**config.mk**
```make
export PLATFORM = sky130hd
export DESIGN_NAME = range_checked_ram_flat
export DESIGN_NICKNAME = d
export VERILOG_FILES = /design/src/rtl/range_checked_ram_if.sv /design/src/rtl/range_checked_ram.sv /design/src/flat_wrapper.sv
export SDC_FILE = /design/constraint.sdc
export NUM_CORES = 1
export LEC_CHECK = 0
export ABC_AREA = 1
export ABC_CLOCK_PERIOD_IN_PS = 2800
export CORE_MARGIN = 2
export CORE_UTILIZATION = 59
export CTS_BUF_LIST = sky130_fd_sc_hd__clkbuf_4
export DETAILED_ROUTE_END_ITERATION = 8
export PLACE_DENSITY = 0.91
export SLEW_MARGIN = 25
export SYNTH_ARGS = -nofsm -noshare
export SYNTH_HDL_FRONTEND = slang
export SYNTH_SLANG_ARGS = --single-unit
```
**constraint.sdc**
```tcl
create_clock -name clk -period 2.8 [get_ports clk]
set_input_delay 0.56 -clock clk [delete_from_list [all_inputs] [get_ports clk]]
set_output_delay 0.56 -clock clk [all_outputs]
set_load 0.05 [all_outputs]
```
**src/rtl/range_checked_ram_if.sv**
```systemverilog
// Bus bundle for range_checked_ram: init, limit programming, write and read
// channels plus the rejected-write counter.
interface range_checked_ram_if #(
   parameter int WIDTH = 16,
   parameter int AW    = 2
);
   logic             init_req;
   logic             lim_wr;
   logic [AW-1:0]    lim_addr;
   logic [WIDTH-1:0] lim_min;
   logic [WIDTH-1:0] lim_max;
   logic             wr_req;
   logic [AW-1:0]    wr_addr;
   logic [WIDTH-1:0] wr_data;
   logic             wr_done;
   logic             wr_ok;
   logic             rd_req;
   logic [AW-1:0]    rd_addr;
   logic [WIDTH-1:0] rd_data;
   logic             rd_val;
   logic [7:0]       rej_cnt;

   modport master (
      output init_req, lim_wr, lim_addr, lim_min, lim_max,
      output wr_req, wr_addr, wr_data, rd_req, rd_addr,
      input  wr_done, wr_ok, rd_data, rd_val, rej_cnt
   );

   modport slave (
      input  init_req, lim_wr, lim_addr, lim_min, lim_max,
      input  wr_req, wr_addr, wr_data, rd_req, rd_addr,
      output wr_done, wr_ok, rd_data, rd_val, rej_cnt
   );
endinterface

```
**src/rtl/range_checked_ram.sv**
```systemverilog
// range_checked_ram: flop-based WIDTH x DEPTH variable store where every entry
// carries its own unsigned [min,max] window. Writes are range-checked against
// the limits held before the edge and report committed/rejected one cycle later.
// Optional macro RCR_CLAMP_EN: out-of-window writes to a valid address are
// stored clamped to the window instead of being dropped (still reported rejected).
module range_checked_ram #(
   parameter int WIDTH = 16,
   parameter int DEPTH = 3
) (
   input logic               clk,
   input logic               rst_n,
   range_checked_ram_if.slave bus
);
   localparam int AW = (DEPTH > 1) ? $clog2(DEPTH) : 1;
   localparam logic [AW:0] DEPTH_A = (AW+1)'(DEPTH);

   function automatic logic addr_ok(input logic [AW-1:0] a);
      return {1'b0, a} < DEPTH_A;
   endfunction

   logic [WIDTH-1:0] data_q [DEPTH];
   logic [WIDTH-1:0] data_d [DEPTH];
   logic [WIDTH-1:0] min_q  [DEPTH];
   logic [WIDTH-1:0] min_d  [DEPTH];
   logic [WIDTH-1:0] max_q  [DEPTH];
   logic [WIDTH-1:0] max_d  [DEPTH];

   logic             wr_done_q, wr_done_d;
   logic             wr_ok_q,   wr_ok_d;
   logic [WIDTH-1:0] rd_data_q, rd_data_d;
   logic             rd_val_q,  rd_val_d;
   logic [7:0]       rej_cnt_q, rej_cnt_d;

   logic             wr_sel_ok;
   logic [WIDTH-1:0] wr_min, wr_max;
   logic             wr_in_rng;
   logic [WIDTH-1:0] rd_word;

   // Window lookup for the write address and the read word; invalid addresses
   // never index the arrays so non-power-of-two depths stay safe.
   always_comb begin
      wr_sel_ok = addr_ok(bus.wr_addr);
      wr_min    = wr_sel_ok ? min_q[bus.wr_addr] : '0;
      wr_max    = wr_sel_ok ? max_q[bus.wr_addr] : '0;
      wr_in_rng = wr_sel_ok && (wr_min <= bus.wr_data) && (bus.wr_data <= wr_max);
      rd_word   = addr_ok(bus.rd_addr) ? data_q[bus.rd_addr] : '0;
   end

`ifdef RCR_CLAMP_EN
   logic [WIDTH-1:0] clamp_val;
   // Inverted window (min > max) always lands on min.
   always_comb begin
      clamp_val = wr_max;
      if ((wr_min > wr_max) || (bus.wr_data < wr_min)) clamp_val = wr_min;
   end
`endif

   // Next-state: init clears storage and suppresses lim/wr; reads see old data.
   always_comb begin
      data_d    = data_q;
      min_d     = min_q;
      max_d     = max_q;
      wr_done_d = 1'b0;
      wr_ok_d   = 1'b0;
      rd_val_d  = bus.rd_req;
      rd_data_d = bus.rd_req ? rd_word : rd_data_q;
      rej_cnt_d = rej_cnt_q;
      if (bus.init_req) begin
         for (int i = 0; i < DEPTH; i++) begin
            data_d[i] = '0;
            min_d[i]  = '0;
            max_d[i]  = '1;
         end
      end else begin
         if (bus.lim_wr && addr_ok(bus.lim_addr)) begin
            min_d[bus.lim_addr] = bus.lim_min;
            max_d[bus.lim_addr] = bus.lim_max;
         end
         if (bus.wr_req) begin
            wr_done_d = 1'b1;
            wr_ok_d   = wr_in_rng;
            if (wr_in_rng) begin
               data_d[bus.wr_addr] = bus.wr_data;
            end else begin
               if (rej_cnt_q != 8'hFF) rej_cnt_d = rej_cnt_q + 8'd1;
`ifdef RCR_CLAMP_EN
               if (wr_sel_ok) data_d[bus.wr_addr] = clamp_val;
`endif
            end
         end
      end
   end

   // State registers; reset opens every window fully.
   always_ff @(posedge clk or negedge rst_n) begin
      if (!rst_n) begin
         for (int i = 0; i < DEPTH; i++) begin
            data_q[i] <= '0;
            min_q[i]  <= '0;
            max_q[i]  <= '1;
         end
         wr_done_q <= 1'b0;
         wr_ok_q   <= 1'b0;
         rd_data_q <= '0;
         rd_val_q  <= 1'b0;
         rej_cnt_q <= '0;
      end else begin
         for (int i = 0; i < DEPTH; i++) begin
            data_q[i] <= data_d[i];
            min_q[i]  <= min_d[i];
            max_q[i]  <= max_d[i];
         end
         wr_done_q <= wr_done_d;
         wr_ok_q   <= wr_ok_d;
         rd_data_q <= rd_data_d;
         rd_val_q  <= rd_val_d;
         rej_cnt_q <= rej_cnt_d;
      end
   end

   assign bus.wr_done = wr_done_q;
   assign bus.wr_ok   = wr_ok_q;
   assign bus.rd_data = rd_data_q;
   assign bus.rd_val  = rd_val_q;
   assign bus.rej_cnt = rej_cnt_q;
endmodule

```
**src/flat_wrapper.sv**
```systemverilog
// flat-port wrapper written by rule: the top's interface ports become plain ports
module range_checked_ram_flat 
#(
   parameter int WIDTH = 16,
   parameter int DEPTH = 3
)
  (clk, rst_n, bus_init_req, bus_lim_wr, bus_lim_addr, bus_lim_min, bus_lim_max, bus_wr_req, bus_wr_addr, bus_wr_data, bus_rd_req, bus_rd_addr, bus_wr_done, bus_wr_ok, bus_rd_data, bus_rd_val, bus_rej_cnt);
  range_checked_ram_if #(.WIDTH(WIDTH), .AW((2))) bus_i ();
  input logic clk;
  input logic rst_n;
  input wire logic [$bits(bus_i.init_req)-1:0] bus_init_req;
  input wire logic [$bits(bus_i.lim_wr)-1:0] bus_lim_wr;
  input wire logic [$bits(bus_i.lim_addr)-1:0] bus_lim_addr;
  input wire logic [$bits(bus_i.lim_min)-1:0] bus_lim_min;
  input wire logic [$bits(bus_i.lim_max)-1:0] bus_lim_max;
  input wire logic [$bits(bus_i.wr_req)-1:0] bus_wr_req;
  input wire logic [$bits(bus_i.wr_addr)-1:0] bus_wr_addr;
  input wire logic [$bits(bus_i.wr_data)-1:0] bus_wr_data;
  input wire logic [$bits(bus_i.rd_req)-1:0] bus_rd_req;
  input wire logic [$bits(bus_i.rd_addr)-1:0] bus_rd_addr;
  output wire logic [$bits(bus_i.wr_done)-1:0] bus_wr_done;
  output wire logic [$bits(bus_i.wr_ok)-1:0] bus_wr_ok;
  output wire logic [$bits(bus_i.rd_data)-1:0] bus_rd_data;
  output wire logic [$bits(bus_i.rd_val)-1:0] bus_rd_val;
  output wire logic [$bits(bus_i.rej_cnt)-1:0] bus_rej_cnt;
  assign bus_i.init_req = bus_init_req;
  assign bus_i.lim_wr = bus_lim_wr;
  assign bus_i.lim_addr = bus_lim_addr;
  assign bus_i.lim_min = bus_lim_min;
  assign bus_i.lim_max = bus_lim_max;
  assign bus_i.wr_req = bus_wr_req;
  assign bus_i.wr_addr = bus_wr_addr;
  assign bus_i.wr_data = bus_wr_data;
  assign bus_i.rd_req = bus_rd_req;
  assign bus_i.rd_addr = bus_rd_addr;
  assign bus_wr_done = bus_i.wr_done;
  assign bus_wr_ok = bus_i.wr_ok;
  assign bus_rd_data = bus_i.rd_data;
  assign bus_rd_val = bus_i.rd_val;
  assign bus_rej_cnt = bus_i.rej_cnt;
  range_checked_ram #(.WIDTH(WIDTH), .DEPTH(DEPTH)) u_core (.clk(clk), .rst_n(rst_n), .bus(bus_i));
endmodule
```
==> results of run 1 <==
## stage by stage
| stage | instance area, µm² | instances |
|---|---|---|
| 2_1_floorplan | 8820 | 991 |
| 3_3_place_gp | 10100 | 1243 |
| 3_5_place_dp | 10100 | 1243 |
| 4_1_cts | 10700 | 1284 |
| 5_1_grt | 10800 | 1287 |
| 6_report | 10800 | 1287 |
## where the power goes
part	leakage, µW	total [µW]	internal [µW]	switching (µW)
clock	0.000188	1770	890	885
sequential	0.00219	2760	2660	102
combinational	0.00257	1330	512	813
total	0.00495	5860	4060	1800
## cells in the mapped netlist (all sizes together), types with 33 or more instances
cell type,n
nand2,163
dfrtp,123
nor2,95
a21oi,91
inv,90
nand3,80
nand4,53
o21ai,52
dfstp,48
clkbuf,39
o22ai,34
ha,33
## sequential cells by signal, summed over array words and instances, names as in the netlist
signal,flops
u_core.bus.wr_done,1
u_core.bus.wr_ok,1
u_core.bus.rej_cnt,8
u_core.bus.rd_data,16
u_core.max_q,48
u_core.bus.rd_val,1
u_core.min_q,48
u_core.data_q,48
## cell type report
cell class                 count  area [µm²]  share of cell area (%)
clock buffer                  17         128                    1.19
tap                          184         230                    2.14
multi-input combinational    661        3840                    35.7
sequential                   171        4340                    40.3
antenna                        1        2.50                  0.0233
timing repair buffer         148        1640                    15.2
inverter                      90         343                    3.19
clock inverter                15         245                    2.28
## kinds of logic (layout without fill, tap and decap cells)
kind of cell | after synthesis | count (layout) | share of synthesized area (%)
flops | 171 | 171 | 49.2
buf+inv | 159 | 270 | 7.98
fa+ha+maj | 33 | 33 | 4.69
other cells | 0 | 1 | 0
xor+xnor | 6 | 6 | 0.596
compound gates | 228 | 228 | 15.4
simple gates | 394 | 394 | 22.1
## timing repair
item | CTS | global route
endpoints found under the setup margin | 55 | 56
resized for setup | 9 | 17
hold endpoints to repair | 62 | 0
pin swaps | 4 | 10
gates cloned | 4 | 1
buffers inserted | 4 | 1
hold buffers | 1 | 0
## worst paths after layout
path                                  startpoint            endpoint  slack (ns)  cells after the start
max in group asynchronous                  rst_n    u_core.max_q[42]        1.49                      3
worst max-delay path              bus_wr_addr[0]   u_core.data_q[41]        0.05                     19
worst min-delay path                  bus_wr_req  u_core.bus.wr_done        0.26                      3
worst max register to register  u_core.max_q[31]   u_core.data_q[41]        0.19                     14
min in group asynchronous                  rst_n   u_core.data_q[29]        0.53                      2
worst min register to register  u_core.max_q[20]    u_core.max_q[20]        0.51                      2
## critical path, stage by stage
cell	delay [ns]
clkbuf_2	0.13
buf_4	0.13
nor2_4	0.05
buf_12	0.13
buf_12	0.12
buf_16	0.14
a22o_1	0.18
a21oi_1	0.20
ha_1	0.31
a21oi_1	0.17
a21oi_1	0.08
nor2_1	0.12
nand2_1	0.10
nand2_4	0.12
nand3_4	0.12
inv_6	0.10
bufbuf_16	0.28
nand4_1	0.09
nand2_1	0.12
## layer usage
layer / track usage [%] / up-vias / part of all wire (%)
met3: 7.05 / 121 / 9.0
met5: 0 / - / 0
met2: 49.1 / 517 / 48
met1: 39.2 / 3845 / 38
met4: 15.6 / 0 / 5.1
li1: - / 3613 / -
==> results.cfg, run 1 <==
[clock_tree]
path_clk_slew_ns = 0.14
tritoncts = built
clock_latency_ns = 0.59
cts_sinks = 171
clockBufferDepth = 2
htree_num_levels = 4
root_buffer = clkbuf_4
cts_made_buffers = 17

[finish]
fillCellCount = 944
final_common_cell = nand2_1
layout-drive-gt1-share_pct = 18.7
mostFrequentLayoutCells = nand2_1, dfrtp_1, nor2_1
post-route-util_pct = 73.8
synthToLayoutAreaGrowth_pct = 22.1
finalNetCount = 1182

[critical_path]
start_kind = primary input
required_ns = 3.32
worst-setup-path-type = in2reg
end_kind = flop
cp_max_fo = 13
cp.arrival_ns = 3.27

[floorplanning]
ios = 87
initial_core_util_pct = 60.4
die_w_um = 126
row_count = 44
die-area_um2 = 15900
core_um2 = 14600
die_h_um = 126

[sta]
timing.final.crit_share_pct = 98.1
setup_viol = 0
final.setup_skew_ns = 0.0205
final_hold_viol_count = 0
max_freq_ghz = 0.364
drv_slew = 0
setup_ws_ns = 0.0539
setup_tns_ns = 0
whs_ns = 0.257
worstMarginPinSlew_ns = 0.827
slew_headroom_pct = 44.6
fin_crit_ns = 2.75

[pwr]
total_power_uw = 5860
vdd_drop_max_v = 0.000372
p_leak_uw = 0.00495
powerDensity_nw_per_um2 = 545

[synth]
syn_area_um2 = 8810
synth_warnings = 0
synthesis.nets = 1084
post_synth.cell_area_avg_um2 = 8.89
synthCells = 991
synth_edf_count = 0
synth_top_cell_area_share_pct = 34.9
ys_top_cells_by_area = dfrtp_1, dfstp_2, nand2_1
ys.flop_type = dfrtp_1
synth-seq-cells = 171
ys_types = 34
ys_async_sr_fraction_pct = 100
synth_area_leader_cell = dfrtp_1
yosysSeqAreaShare_pct = 49.2

[global_route]
overflow = 0
track_usage_pct = 30.6
grt_max_degree = 68
antenna_found_initial = 1
grt_pass1_wl_um = 39000
grt_pass1_vias = 7939

[route]
drc_errors = 0
vias = 8096
vias_per_cell = 6.29
wl_um = 24200
drt_iter0_markers = 1129
antenna_left = 0
wl_per_cell_um = 18.8
drt-pass1-iter-count = 6

[run_status]
run_status = complete, no violations

[placed_design]
io_buffers = 86
post-place-ws_ns = -0.705
dp_hpwl_um = 15200
gp_congestion = 0.876

[run]
maxCapViolations = 0

[hold_path]
hold_path.class = in2reg
Power figures use the tool's default switching activity.
==> inputs of run 2 (changes only) <==
--- a/config.mk
+++ b/config.mk
@@ -7,6 +7,7 @@
 export LEC_CHECK = 0
 export ABC_AREA = 1
 export ABC_CLOCK_PERIOD_IN_PS = 2800
+export CORE_ASPECT_RATIO = 1.25
 export CORE_MARGIN = 2
 export CORE_UTILIZATION = 59
 export CTS_BUF_LIST = sky130_fd_sc_hd__clkbuf_4
==> run 2 against run 1 <==
  * Critical path depth fell by 3
  * Non-clock buffer count fell by 11
  * Sequential share of layout area rose by 1.2 points
  * Setup slack improved by 0.23 ns
  * Clock skew fell by 0.0025 ns
  * Die area barely moved
  * First-iteration DRC count fell by 32%
  * Fmax rose by 9.1%
  * Clock-buffer cell count did not move
  * Combinational power fell by 6%
  * Wire length fell by 4.9%
  * Clock power fell by 12%
  * Largest power group unchanged
==> results.cfg, run 2 (same netlist as run 1, synthesis figures left out) <==
[sta]
setup_tns_ns = 0
setup_viol = 0
drv_slew = 0
rsz0062_at_grt = no
final.setup_skew_ns = 0.0180
worstMarginPinSlew_ns = 0.748
fin_crit_ns = 2.52
timing.final.crit_share_pct = 89.9
max_freq_ghz = 0.397
setup_ws_ns = 0.282
final_hold_viol_count = 0
slew_headroom_pct = 50.2

[pwr]
powerDensity_nw_per_um2 = 532
p_leak_uw = 0.00482
total_power_uw = 5570
vdd_drop_max_v = 0.000542

[global_route]
grt_use_met3_pct = 5.12
use_met2_pct = 48.0
grt_pass1_wl_um = 37200
grt_pass1_vias = 7686
antenna_found_initial = 1
track_usage_pct = 29.5
grt_use_met1_pct = 35.9
grt-busiest-layer = met2
grt_max_degree = 77
overflow = 0

[critical_path]
cp_max_fo = 16
critPathSlowestCell = ha_1
start_kind = primary input
critical_path.startpoint = bus_wr_addr[0]
cp_top_family = compound AO/OA/AOI/OAI gates
cp.arrival_ns = 3.03
critical_path.max_stage_delay_ns = 0.29
r2r_cells = 14
worst-setup-path-type = in2reg
path_cells = dlymetal6s2s_1 -> buf_4 -> nor2_4 -> buf_12 -> nand2_1 -> o221ai_1 -> ha_1 -> a21oi_1 -> o21ai_0 -> a21oi_1 -> nand2_2 -> a21oi_4 -> nand4_4 -> buf_12 -> nand3_1 -> nand2_1
end_kind = flop
required_ns = 3.31
cp.depth = 16
reg2reg_from = u_core.max_q[31]
path_buf_inv = 4

[route]
wl_um = 23000
antenna_left = 0
wl_per_cell_um = 18.1
drt-pass1-iter-count = 7
vias = 7881
drt_iter0_markers = 770
drc_errors = 0
vias_per_cell = 6.21

[placed_design]
io_buffers = 86
post-place-ws_ns = -0.628
dp_hpwl_um = 15600
gp_congestion = 0.926
dp.cells = 1234

[floorplanning]
die_h_um = 141
die_w_um = 113
ios = 87
die-area_um2 = 15900
row_count = 49
core_um2 = 14500
initial_core_util_pct = 60.9

[finish]
finalNetCount = 1171
fillCellCount = 1005
layout-drive-gt1-share_pct = 17.2
synthToLayoutAreaGrowth_pct = 18.7
regArea_um2 = 4340
mostFrequentLayoutCells = nand2_1, dfrtp_1, nor2_1
finalNonFillerCells = 1270
final_common_cell = nand2_1
multiInputGateArea_um2 = 3810
reg_top3 = u_core.data_q (48), u_core.max_q (48), u_core.min_q (48)

[clock_tree]
path_clk_slew_ns = 0.15
clock_latency_ns = 0.62
tritoncts = built
cts_made_buffers = 17
root_buffer = clkbuf_4
htree_num_levels = 4
clockBufferDepth = 2
cts_sinks = 171

[run]
maxCapViolations = 0

[hold_path]
hold_path_startpoint = bus_wr_req
hold_path.class = in2reg
hold_path_depth = 3

[run_status]
run_status = complete, no violations
## run 2: final timing paths
| kind | endpoint | slack (ns) |
|---|---|---|
| setup reg to reg | u_core.data_q[13] | 0.38 |
| max in group asynchronous | u_core.max_q[25] | 1.51 |
| min in group asynchronous | u_core.bus.rd_data[6] | 0.53 |
| hold reg to reg | u_core.max_q[47] | 0.51 |
| hold / removal | u_core.bus.wr_done | 0.29 |
| setup / recovery | u_core.data_q[34] | 0.28 |
## run 2: routing by layer
layer	part of all wire, %	up-vias
li1	-	3592
met1	38	3799
met2	50	394
met3	6.4	96
met4	5.7	0
met5	0	-
## run 2: timing repair
item                       CTS  global route
hold endpoints to repair    44             0
hold buffers                 1             0
gates resized for setup      0            15
setup endpoints to repair    0            57
setup buffers                0             1
## run 2: final cells by class
cell class              count  area share, %
diodes                      1         0.0239
inverters                  90           3.25
clock inverters            15           1.81
multi-input cells         661           36.4
well taps                 178           2.13
flip-flops and latches    171           41.5
repair buffers            137           13.6
clock buffers              17           1.22
## run 2: report_power, final
part / total, µW / switching [µW] / leakage (µW) / internal [µW]
logic: 1250 / 785 / 0.00246 / 461
registers: 2760 / 102 / 0.00219 / 2660
clock network: 1560 / 922 / 0.000169 / 638
total: 5570 / 1810 / 0.00482 / 3760
## run 2: worst min-delay path, delay by kind of cell
kind	cells	cell delay, ns
buf+inv	2	0.20
simple gates	1	0.11
## run 2: through the flow
stage	hold WS (ns)	area (µm²)	utilization, %
finish	0.291	10500	72.3
detailed placement	0.483	10000	69.4
global route	0.269	10500	72.3
global placement	0.478	10000	69.4
CTS	0.271	10400	71.7
floorplan	0.264	8820	-
